File: src/rtl/instr_decode_rv_pkg.sv
// -----------------------------------------------------------------------------
// instr_decode_rv_pkg
// Shared RV32I decode constants: base opcodes, plus the funct3/funct7 codes
// that the exec stage uses to pick the ALU, branch and load/store operation.
// isLegalOpcode() tells whether an opcode belongs to the supported base set.
// -----------------------------------------------------------------------------
package instr_decode_rv_pkg;

   // Base opcodes (instr[6:0])
   localparam logic [6:0] OPC_LUI    = 7'b0110111;
   localparam logic [6:0] OPC_AUIPC  = 7'b0010111;
   localparam logic [6:0] OPC_JAL    = 7'b1101111;
   localparam logic [6:0] OPC_JALR   = 7'b1100111;
   localparam logic [6:0] OPC_BRANCH = 7'b1100011;
   localparam logic [6:0] OPC_LOAD   = 7'b0000011;
   localparam logic [6:0] OPC_STORE  = 7'b0100011;
   localparam logic [6:0] OPC_OP_IMM = 7'b0010011;
   localparam logic [6:0] OPC_OP     = 7'b0110011;

   // funct3 for OP / OP_IMM
   localparam logic [2:0] F3_ADD_SUB = 3'b000;
   localparam logic [2:0] F3_SLL     = 3'b001;
   localparam logic [2:0] F3_SLT     = 3'b010;
   localparam logic [2:0] F3_SLTU    = 3'b011;
   localparam logic [2:0] F3_XOR     = 3'b100;
   localparam logic [2:0] F3_SRL_SRA = 3'b101;
   localparam logic [2:0] F3_OR      = 3'b110;
   localparam logic [2:0] F3_AND     = 3'b111;

   // funct3 for BRANCH
   localparam logic [2:0] F3_BEQ  = 3'b000;
   localparam logic [2:0] F3_BNE  = 3'b001;
   localparam logic [2:0] F3_BLT  = 3'b100;
   localparam logic [2:0] F3_BGE  = 3'b101;
   localparam logic [2:0] F3_BLTU = 3'b110;
   localparam logic [2:0] F3_BGEU = 3'b111;

   // funct3 for LOAD / STORE (width and signedness)
   localparam logic [2:0] F3_LB  = 3'b000;
   localparam logic [2:0] F3_LH  = 3'b001;
   localparam logic [2:0] F3_LW  = 3'b010;
   localparam logic [2:0] F3_LBU = 3'b100;
   localparam logic [2:0] F3_LHU = 3'b101;

   // funct7: ALT selects SUB and SRA/SRAI
   localparam logic [6:0] F7_BASE = 7'b0000000;
   localparam logic [6:0] F7_ALT  = 7'b0100000;

   function automatic logic isLegalOpcode(input logic [6:0] opCode);
      logic legal;
      legal = 1'b0;
      case (opCode)
         OPC_LUI, OPC_AUIPC, OPC_JAL, OPC_JALR, OPC_BRANCH,
         OPC_LOAD, OPC_STORE, OPC_OP_IMM, OPC_OP: legal = 1'b1;
         default:                                  legal = 1'b0;
      endcase
      return legal;
   endfunction

endpackage

File: src/rtl/sign_extend_12_32.sv
// -----------------------------------------------------------------------------
// sign_extend_12_32
// Combinational sign extension of a 12-bit immediate to 32 bits: bit 11 is
// replicated into [31:12], bits [11:0] pass through. Usable standalone.
// Ports:
//   iwValue [11:0]  12-bit field
//   owValue [31:0]  sign-extended result
// -----------------------------------------------------------------------------
module sign_extend_12_32 (
   input  logic [11:0] iwValue,
   output logic [31:0] owValue
);

   assign owValue = {{20{iwValue[11]}}, iwValue};

endmodule

File: src/rtl/instr_decode_rv.sv
// -----------------------------------------------------------------------------
// instr_decode_rv
// One-cycle registered RV32I field decoder. Every field is sliced out for
// every opcode; orIllegal flags opcodes outside the supported base set
// (funct3/funct7 legality is left to the exec stage).
//
// Ports:
//   iwClk, iwRst           clock, synchronous active-high reset (clears all)
//   iwValid                iwInstr carries an instruction this cycle
//   iwStall                freeze every output, orValid included
//   iwInstr [31:0]         instruction word
//   orValid                registered fields belong to an accepted instruction
//   orRs1/orRs2/orRd       register indices
//   orOpCode/orFunct3/orFunct7
//   orImmediate20          U-type field instr[31:12]
//   orImmediate12          I-type field, plus orImmediate12Extended
//   orImmediate12SClass    S-type field, plus orImmediate12SClassExtended
//   orIllegal              opcode not in the supported base set
//
// Optional build macro INSTR_DECODE_RV_BJ_IMM_EN adds orImmB / orImmJ, the
// sign-extended branch and jump offsets.
// -----------------------------------------------------------------------------
module instr_decode_rv
   import instr_decode_rv_pkg::*;
(
   input  logic        iwClk,
   input  logic        iwRst,
   input  logic        iwValid,
   input  logic        iwStall,
   input  logic [31:0] iwInstr,
   output logic        orValid,
   output logic [4:0]  orRs1,
   output logic [4:0]  orRs2,
   output logic [4:0]  orRd,
   output logic [6:0]  orOpCode,
   output logic [2:0]  orFunct3,
   output logic [6:0]  orFunct7,
   output logic [19:0] orImmediate20,
   output logic [11:0] orImmediate12,
   output logic [11:0] orImmediate12SClass,
   output logic [31:0] orImmediate12Extended,
   output logic [31:0] orImmediate12SClassExtended,
`ifdef INSTR_DECODE_RV_BJ_IMM_EN
   output logic [31:0] orImmB,
   output logic [31:0] orImmJ,
`endif
   output logic        orIllegal
);

   logic [11:0] immI;
   logic [11:0] immS;
   logic [31:0] immIExt;
   logic [31:0] immSExt;

   assign immI = iwInstr[31:20];
   assign immS = {iwInstr[31:25], iwInstr[11:7]};

   sign_extend_12_32 uSextI (.iwValue(immI), .owValue(immIExt));
   sign_extend_12_32 uSextS (.iwValue(immS), .owValue(immSExt));

`ifdef INSTR_DECODE_RV_BJ_IMM_EN
   // Branch/jump offsets are scrambled in the encoding and always even.
   logic [31:0] immBNext;
   logic [31:0] immJNext;

   assign immBNext = {{19{iwInstr[31]}}, iwInstr[31], iwInstr[7],
                      iwInstr[30:25], iwInstr[11:8], 1'b0};
   assign immJNext = {{11{iwInstr[31]}}, iwInstr[31], iwInstr[19:12],
                      iwInstr[20], iwInstr[30:21], 1'b0};
`endif

   // Stage boundary: instruction word -> registered decode fields
   always_ff @(posedge iwClk) begin
      if (iwRst) begin
         orValid                     <= 1'b0;
         orRs1                       <= '0;
         orRs2                       <= '0;
         orRd                        <= '0;
         orOpCode                    <= '0;
         orFunct3                    <= '0;
         orFunct7                    <= '0;
         orImmediate20               <= '0;
         orImmediate12               <= '0;
         orImmediate12SClass         <= '0;
         orImmediate12Extended       <= '0;
         orImmediate12SClassExtended <= '0;
         orIllegal                   <= 1'b0;
`ifdef INSTR_DECODE_RV_BJ_IMM_EN
         orImmB                      <= '0;
         orImmJ                      <= '0;
`endif
      end else if (!iwStall) begin
         // Fields keep their last value on bubbles; only orValid drops.
         orValid <= iwValid;
         if (iwValid) begin
            orRs1                       <= iwInstr[19:15];
            orRs2                       <= iwInstr[24:20];
            orRd                        <= iwInstr[11:7];
            orOpCode                    <= iwInstr[6:0];
            orFunct3                    <= iwInstr[14:12];
            orFunct7                    <= iwInstr[31:25];
            orImmediate20               <= iwInstr[31:12];
            orImmediate12               <= immI;
            orImmediate12SClass         <= immS;
            orImmediate12Extended       <= immIExt;
            orImmediate12SClassExtended <= immSExt;
            orIllegal                   <= ~isLegalOpcode(iwInstr[6:0]);
`ifdef INSTR_DECODE_RV_BJ_IMM_EN
            orImmB                      <= immBNext;
            orImmJ                      <= immJNext;
`endif
         end
      end
   end

endmodule

File: config.mk
export PLATFORM = sky130hd
export DESIGN_NAME = instr_decode_rv
export DESIGN_NICKNAME = d
export VERILOG_FILES = /design/src/rtl/instr_decode_rv_pkg.sv /design/src/rtl/sign_extend_12_32.sv /design/src/rtl/instr_decode_rv.sv
export SDC_FILE = /design/constraint.sdc
export NUM_CORES = 1
export LEC_CHECK = 0
export BUFFER_PORTS_ARGS = -buffer_cell sky130_fd_sc_hd__buf_2
export CAP_MARGIN = 10
export CORE_MARGIN = 4
export CORE_UTILIZATION = 38
export CTS_CLUSTER_SIZE = 10
export DETAILED_ROUTE_END_ITERATION = 8
export GPL_ROUTABILITY_DRIVEN = 0
export PLACE_DENSITY_LB_ADDON = 0.1
export SETUP_SLACK_MARGIN = 0.5
export SYNTH_ARGS = -nofsm -noshare
export SYNTH_HDL_FRONTEND = slang
export SYNTH_SLANG_ARGS = --single-unit
File: constraint.sdc
create_clock -name iwClk -period 2.1 [get_ports iwClk]
set_clock_uncertainty 0.1 [all_clocks]
set_input_delay 0.315 -clock iwClk [delete_from_list [all_inputs] [get_ports iwClk]]
set_output_delay 0.315 -clock iwClk [all_outputs]
set_load 0.01 [all_outputs]
==> results_dict.tcl, run 1 <==
set metrics [dict create \
    outcome "finished clean" \
    wl_per_cell_um 11.7 \
    area_growth_pct 10.1 \
    p_per_area_nw_per_um2 658 \
    avgViaCountPerCell 4.09 \
    cts_buffer_depth 2 \
    switchingPower_uw 427 \
    dr.pass1.iters 3 \
    dr_total_vias 1626 \
    die_area_um2 6670 \
    critPathBufInv 1 \
    cts_tree "done" \
    port_buffers 177 \
    post-cts-setup-buffer-count 0 \
    critPathArrivalTime_ns 1.01 \
    pre_cts_ws_ns 0.727 \
    syn-num-nets 297 \
    clk_latency_ns 0.28 \
    rsz0062_at_grt "false" \
    grt_first_pass_wirelength_mm 6.52 \
    min_path_cells 3 \
    core_area_um2 5170 \
    p_int_mw 1.07 \
    initialDrtViolationCount 39 \
    drcViolationCount 0 \
    final.setup.tns_ns 0 \
    final_nets 363 \
    reg2reg_to "orFunct7[6]" \
    n_antenna_cell 0 \
    synth_cells 261 \
    clock_sinks 34 \
    drive_gt1_share_pct 60.4 \
    min-delay-path-class "primary input to flop" \
    synth_seq_area_share_pct 33.0 \
    dp_hpwl_mm 3.50 \
    hold-path-endpoint "orFunct7[6]" \
    r2r_setup_slack_ns 1.17 \
    worstMarginPinSlew_ns 0.708 \
    setup_viol 0 \
    hp-start "iwInstr[31]" \
    totalPowerFinal_mw 1.49 \
    die_h_um 81.7 \
    max-vdd-ir-drop_mv 0.319 \
    yosysWarnings 0 \
    placementRows 26 \
    wirelength_mm 4.65 \
    clkPwrFrac_pct 33.0 \
    finalHoldViolCount 0 \
    cpPeakStageDelay_ns 0.53 \
    ios 178 \
    clockRootBuffer "clkbuf_8" \
    avgSynthCellArea_um2 7.90 \
    yosys_register_bits 34 \
    start_util_pct 39.9 \
    synth_cell_types 15 \
    slew_headroom_pct 52.8 \
    syn_area_um2 2060 \
    die_w_um 81.7 \
    path_cells "buf_2" \
    maxCapViolations 0 \
    min_period_ns 1.43 \
    setup_ws_ns 0.671 \
    crit_fanout 47 \
    antenna_found_initial 1 \
    power_frac_comb_pct 19.8 \
    fin_util_pct 43.9 \
    synthTopCellsByArea "buf_4 (41%), dfxtp_1 (33%), nand2_1 (12%)" \
    ff2ff_path_depth 2 \
    final_antenna_net_count 0 \
    critical_path_required_ns 1.68 \
    clock.fmax_mhz 700 \
    path_class "flop to output port" \
    r2r-start "orFunct7[6]" \
    post-route-period-util_pct 68.0 \
    synth_top_area_share_pct 40.8 \
    worst_path_max_delay_cell "dfxtp_4" \
    htreeDepth 2 \
    p_leak_nw 1.37 \
    final_max_slew_viol_count 0 \
    grt_usage_pct 12.7 \
    grt.overflow.total 0 \
    grt_pass1_vias 1421 \
    swShare_pct 28.6 \
    endpoint_kind "output port" \
    grt_max_degree 48 \
    cp_top_family "flip-flops" \
    worst_hold_slack_ns 0.164 \
    pwr-share-seq_pct 47.2 \
    start_kind "flop" \
    synth_area_leader_cell "buf_4" \
    cts_buffers 5 \
    path_clk_slew_ns 0.07 \
]
-- timing repair --
item	4_1_cts	5_1_grt
endpoints found under the setup margin	46	0
resized for setup	1	0
hold buffers	0	0
-- registers in the layout, indices dropped and copies added, names as in the netlist --
name	count
orFunct7	7
orOpCode	7
orRd	4
orRs1	4
orRs2	4
orImmediate20	3
orFunct3	2
orIllegal	1
orImmediate12SClassExtended	1
orValid	1
-- how the worst max path moves through the flow --
stage	start	endpoint	slack (ns)	cells after the start
6_report	orFunct7[6]	orImmediate12Extended[26]	0.67	1
5_1_grt	orFunct7[6]	orImmediate12SClassExtended[18]	0.58	1
4_1_cts	orFunct7[6]	orImmediate12Extended[26]	0.64	1
3_5_place_dp	iwStall	orIllegal	0.73	5
3_3_place_gp	iwStall	orIllegal	0.75	5
2_1_floorplan	orFunct7[6]	orImmediate12Extended[11]	0.74	1
-- per-layer routing --
metal | share of wire [%] | GRT usage, %
met1 | 37 | 13.6
met2 | 47 | 21.8
met3 | 15 | 6.80
met4 | 0.58 | 3.49
met5 | 0.15 | 0
-- final cells by class --
class,instances,area [um2]
Clock buffer,7,86.3
Clock inverter,1,5.00
Fill cell,558,2900
Inverter,1,3.75
Multi-Input combinational cell,106,503
Sequential cell,34,684
Tap cell,70,87.6
Timing Repair Buffer,179,901
-- kinds of logic (layout without fill, tap and decap cells) --
kind of cell,count (synthesis),in the layout,share of synthesized area [%]
buf+inv,121,188,42.7
simple gates,70,70,13.3
compound gates,36,36,11.0
flops,34,34,33.0
-- cells in the mapped netlist (all sizes together) --
| master | n |
|---|---|
| nor2 | 1 |
| clkbuf | 3 |
| nand2b | 1 |
| o21ai | 1 |
| a21oi | 33 |
| o211a | 1 |
| nand3b | 1 |
| nor2b | 2 |
| buf | 117 |
| a311oi | 1 |
| inv | 1 |
| dfxtp | 34 |
| nand2 | 65 |
-- power by group through the flow --
stage | Clock (mW) | Combinational, mW | Sequential (mW)
3_5_place_dp | 0 | 0.302 | 0.721
3_3_place_gp | 0 | 0.302 | 0.720
5_1_grt | 0.559 | 0.328 | 0.713
4_1_cts | 0.524 | 0.302 | 0.706
2_1_floorplan | 0 | 0.250 | 0.737
6_report | 0.494 | 0.296 | 0.705
-- layout by cell type (no fill, tap or decap), drive strengths merged --
master | netlist | final
dfxtp | 34 | 34
o21ai | 1 | 1
o211a | 1 | 1
nand2 | 65 | 65
clkbuf | 3 | 7
nand3b | 1 | 1
nand2b | 1 | 1
buf | 117 | 179
nor2 | 1 | 1
a311oi | 1 | 1
nor2b | 2 | 2
clkinv | 0 | 1
a21oi | 33 | 33
inv | 1 | 1
-- through the flow --
stage / std cells / instance area (um2)
after detailed placement: 390 / 2180
final: 398 / 2270
after global routing: 398 / 2270
after floorplan: 261 / 2060
after global placement: 390 / 2180
after CTS: 398 / 2270
No activity file was read; power rests on OpenSTA's default activity.
==> run 2: changes to the inputs <==
Clock period 2.1 ns to 1.43 ns, I/O delays scaled along.
==> results_dict.tcl, run 2 (synthesis gave the netlist of run 1 again) <==
set metrics [dict create \
    totalPowerFinal_mw 2.70 \
    biggestRegsByFlops "orFunct7 x7, orOpCode x7" \
    drive_gt1_share_pct 76.1 \
    endpoint_kind "output port" \
    path_cells "buf_12 -> buf_2" \
    p_per_area_nw_per_um2 835 \
    maxCapViolations 0 \
    die_area_um2 6670 \
    start_util_pct 39.9 \
    initialDrtViolationCount 42 \
    placementRows 26 \
    finalHoldViolCount 0 \
    crit_start "orFunct7[6]" \
    htreeDepth 2 \
    grt_pass1_vias 1599 \
    min_period_ns 1.25 \
    start_kind "flop" \
    p_leak_nw 1.61 \
    n_antenna_cell 0 \
    die_w_um 81.7 \
    post-route-period-util_pct 87.2 \
    worstMarginPinSlew_ns 0.395 \
    hp-start "iwInstr[27]" \
    avgViaCountPerCell 4.28 \
    min-delay-path-class "primary input to flop" \
    drcViolationCount 0 \
    critical_path_required_ns 1.12 \
    grt_usage_pct 15.7 \
    clockRootBuffer "clkbuf_8" \
    outcome "finished clean" \
    cts_buffer_depth 2 \
    path_class "flop to output port" \
    clk_latency_ns 0.28 \
    ios 178 \
    crit_fanout 23 \
    clock_sinks 34 \
    final_nets 378 \
    cts_buffers 5 \
    final.setup.tns_ns 0 \
    cpPeakStageDelay_ns 0.38 \
    cts_tree "done" \
    wl_per_cell_um 13.8 \
    r2r-start "orFunct7[6]" \
    dr_total_vias 1769 \
    wirelength_mm 5.71 \
    cts_hold_buf 0 \
    path_clk_slew_ns 0.07 \
    slew_headroom_pct 73.7 \
    grt_first_pass_wirelength_mm 7.98 \
    final_cell_mix "buf_6 (98), buf_2 (81), nand2_1 (52), a21oi_1 (23), dfxtp_4 (21)" \
    area_growth_pct 57.0 \
    dp_hpwl_mm 3.56 \
    final_common_cell "buf_6" \
    core_area_um2 5170 \
    dr.pass1.iters 2 \
    antenna_found_initial 0 \
    final_antenna_net_count 0 \
    die_h_um 81.7 \
    critPathArrivalTime_ns 0.93 \
    clock.fmax_mhz 802 \
    fill_cells 435 \
    grt.overflow.total 0 \
    worst_path_max_delay_cell "dfxtp_4" \
    grt_max_degree 35 \
    port_buffers 177 \
    rsz0062_at_grt "true" \
    max-vdd-ir-drop_mv 0.527 \
    setup_viol 0 \
    final_max_slew_viol_count 0 \
]
-- run 2: changes by cell type in the layout (fill, tap and decap cells not counted), sizes merged --
| cell | previous run | this run |
|---|---|---|
| buf | 179 | 193 |
| bufinv | 0 | 1 |
-- run 2: repair_timing --
action,in CTS,in global routing
pin swaps,0,1
gates resized for setup,152,6
cloned,0,1
hold endpoints to repair,0,0
endpoints found under the setup margin,143,145
setup buffers,8,5
-- run 2: path summary, 6_finish.rpt --
kind / depth (start not counted) / slack [ns] / end
worst max register to register: 3 / 0.56 / orFunct7[6]
worst min-delay path: 3 / 0.05 / orFunct7[2]
worst max-delay path: 2 / 0.18 / orImmediate12SClassExtended[14]
worst min register to register: 2 / 0.36 / orOpCode[2]
-- run 2: layout make-up --
cell class | count | area, um2 | share of cell area, %
Clock buffer | 6 | 93.8 | 2.90
Sequential cell | 34 | 776 | 24.0
Tap cell | 70 | 87.6 | 2.71
Timing Repair Buffer | 194 | 1690 | 52.2
Clock inverter | 2 | 38.8 | 1.20
Inverter | 1 | 3.75 | 0.116
Multi-Input combinational cell | 106 | 548 | 16.9
-- run 2: layer usage --
metal / wire [um] / GRT usage [%]
met2: 3030 / 28.3
met4: 41 / 3.99
met1: 2050 / 17.5
met5: 0 / 0
met3: 586 / 5.59
-- run 2: power breakdown --
part	total (mW)	internal, mW	switching, mW
Combinational	0.656	0.371	0.285
Sequential	1.04	0.976	0.0679
Clock	1.00	0.628	0.373
Total	2.70	1.98	0.726
-- run 2: worst max-delay path: cells and delay by family, from the launching register on --
kind / cells / cell delay (ns)
buf+inv: 2 / 0.27
flops: 1 / 0.38
-- run 2: stage by stage --
| stage | std cells | hold WS, ns | util (%) | area [um2] | setup slack, ns |
|---|---|---|---|---|---|
| after floorplan | 261 | 0.240 | - | 2150 | 0.372 |
| after global placement | 391 | 0.342 | 43.5 | 2250 | 0.240 |
| after detailed placement | 391 | 0.347 | 43.5 | 2250 | 0.211 |
| after CTS | 407 | 0.0389 | 60.7 | 3140 | 0.153 |
| after global routing | 413 | 0.0387 | 62.6 | 3240 | 0.110 |
| final | 413 | 0.0493 | 62.6 | 3240 | 0.183 |
==> run 3: changes to the inputs <==
Settings changed: CORE_UTILIZATION 38 to 50, SYNTH_HIERARCHICAL set to 1.
==> results_dict.tcl, run 3 <==
set metrics [dict create \
    dr_total_vias 3804 \
    port_buffers 177 \
    finalHoldViolCount 0 \
    critPathArrivalTime_ns 0.86 \
    max-vdd-ir-drop_mv 0.530 \
    grt.overflow.total 0 \
    cts_buffers 9 \
    cpPeakStageDelay_ns 0.40 \
    core_area_um2 8680 \
    initialDrtViolationCount 133 \
    fin_util_pct 76.0 \
    yosysWarnings 6 \
    clk_latency_ns 0.34 \
    crit_fanout 5 \
    biggestRegsByFlops "orImmediate12Extended x32, orImmediate12SClassExtended x32" \
    synth_top_area_share_pct 44.0 \
    critPathCapture "orImmediate12SClass[11]" \
    start_util_pct 51.3 \
    endpoint_kind "output port" \
    grt_max_degree 53 \
    die_w_um 102 \
    crit_start "orFunct7[6]" \
    avgSynthCellArea_um2 8.28 \
    wl_per_cell_um 15.3 \
    r2r_setup_slack_ns 0.55 \
    post-route-period-util_pct 82.2 \
    rsz0062_at_grt "true" \
    synth-async-reset-ratio_pct 0 \
    synth_edf_count 0 \
    worst_path_max_delay_cell "dfxtp_4" \
    die_h_um 102 \
    gr-max-usage-layer "met2" \
    synth_seq_area_share_pct 44.0 \
    clock.fmax_mhz 850 \
    path_cells "buf_6" \
    avgViaCountPerCell 4.86 \
    clock_sinks 98 \
    p_per_area_nw_per_um2 891 \
    area_growth_pct 48.0 \
    synth_cell_types 18 \
    ios 178 \
    cts_buffer_depth 2 \
    drive_gt1_share_pct 63.1 \
    cp_top_family "flip-flops" \
    use_met3_pct 5.60 \
    yosys_register_bits 98 \
    synth_common_cells "nand2_1 (163), buf_4 (111), dfxtp_1 (98)" \
    grt_usage_pct 20.1 \
    syn-num-nets 574 \
    yosys.cell_count.top_type "nand2_1" \
    dp_hpwl_mm 6.60 \
    path_clk_slew_ns 0.09 \
    clockRootBuffer "clkbuf_8" \
    p_leak_nw 2.88 \
    synth_area_leader_cell "dfxtp_1" \
    min_period_ns 1.18 \
    synth_cells 538 \
    final_cell_mix "nand2_1 (158), buf_6 (130), dfxtp_2 (84), a21oi_1 (63)" \
    final_common_cell "nand2_1" \
    final.setup.tns_ns 0 \
    slew_headroom_pct 79.2 \
    setup_viol 0 \
    wirelength_mm 12.0 \
    crit_cells 1 \
    min-delay-path-class "primary input to flop" \
    met2_usage_pct 34.0 \
    critPathBufInv 1 \
    dr.pass1.iters 4 \
    syn_area_um2 4460 \
    drcViolationCount 0 \
    synthTopCellsByArea "dfxtp_1 (44%), buf_4 (19%), nand2_1 (14%)" \
    grt_pass1_vias 3509 \
    path_class "flop to output port" \
    grt_first_pass_wirelength_mm 16.9 \
    start_kind "flop" \
    maxCapViolations 0 \
    die_area_um2 10500 \
    final_nets 707 \
    n_antenna_cell 0 \
    ff2ff_path_depth 4 \
    ys.flop_type "dfxtp_1" \
    outcome "finished clean" \
    placementRows 34 \
    worstMarginPinSlew_ns 0.311 \
    final_antenna_net_count 0 \
    final_max_slew_viol_count 0 \
    fill_cells 608 \
    use_met1_pct 25.1 \
    antenna_found_initial 0 \
    htreeDepth 3 \
    critical_path_required_ns 1.12 \
    r2r-start "orImmediate12Extended[11]" \
    reg2reg_to "orImmediate12Extended[11]" \
    cts_tree "done" \
    totalPowerFinal_mw 5.87 \
]
==> run 3: cell count changes in the layout (fill, tap and decap cells not counted), moves of 4 or more <==
cell / before / now
nand2_4: 0 / 15
buf_4: 10 / 50
buf_6: 98 / 130
dlygate4sd3_1: 0 / 19
dfxtp_4: 21 / 14
nand2_2: 13 / 20
buf_2: 81 / 50
a21oi_2: 10 / 34
dfxtp_2: 13 / 84
a21oi_1: 23 / 63
nand2_1: 52 / 158
clkbuf_8: 5 / 9
buf_12: 4 / 10
==> run 3: worst min path at each step <==
stage                                               start                         endpoint  slack, ns  cells past startpoint
after floorplan                                iwInstr[0]                      orOpCode[0]       0.25                      2
after global routing                           iwInstr[1]                      orOpCode[1]      0.009                      3
final                                          iwInstr[8]                          orRd[1]       0.02                      3
after CTS                                      iwInstr[1]                      orOpCode[1]     0.0003                      3
after global placement           orImmediate12Extended[0]         orImmediate12Extended[0]       0.34                      2
after detailed placement  orImmediate12SClassExtended[19]  orImmediate12SClassExtended[19]       0.34                      2
==> run 3: report_power, final <==
group          total, mW  internal [mW]  switching [mW]
combinational       1.18          0.640           0.536
clock               1.72          0.805           0.919
sequential          2.98           2.86           0.112
==> run 3: through the flow <==
step                cells  hold slack [ns]  setup slack, ns  instance area, um2
floorplan             538            0.250            0.374                4570
global placement      694            0.340            0.214                4730
detailed placement    694            0.344            0.159                4730
CTS                   760         0.000271            0.242                6220
global route          783          0.00886            0.223                6590
finish                783           0.0158            0.254                6590
==> run 3: logic make-up after synthesis <==
logic type	count (synthesis)	synth area share [%]
compound gates	100	14.0
buf+inv	142	23.4
flops	98	44.0
simple gates	198	18.6
==> run 3: what timing repair did <==
action | CTS | global route
pin swaps | 0 | 1
hold endpoints to repair | 24 | 0
hold buffers | 19 | 0
buffers inserted | 32 | 14
endpoints found under the setup margin | 142 | 168
gates cloned | 0 | 9
gates resized for setup | 222 | 23
==> run 3: area by class of cell <==
type	instances	area [um2]	area share, %
Clock inverter	4	53.8	0.816
Multi-Input combinational cell	298	1570	23.8
Timing Repair Buffer	263	2580	39.1
Clock buffer	11	131	1.99
Tap cell	108	135	2.05
Sequential cell	98	2120	32.2
Inverter	1	3.75	0.0569
==> run 3: tightest hold or removal path: stages <==
cell	delay (ns)
buf_2	0.12
nand2_1	0.05
a21oi_1	0.05
==> run 3: layer usage <==
layer / part of all wire, % / vias up / wire length [um]
met5: 0 / - / 0
met4: 1.5 / 0 / 180
met3: 7.4 / 15 / 888
met2: 51 / 135 / 6060
met1: 40 / 1800 / 4850
li1: - / 1854 / -
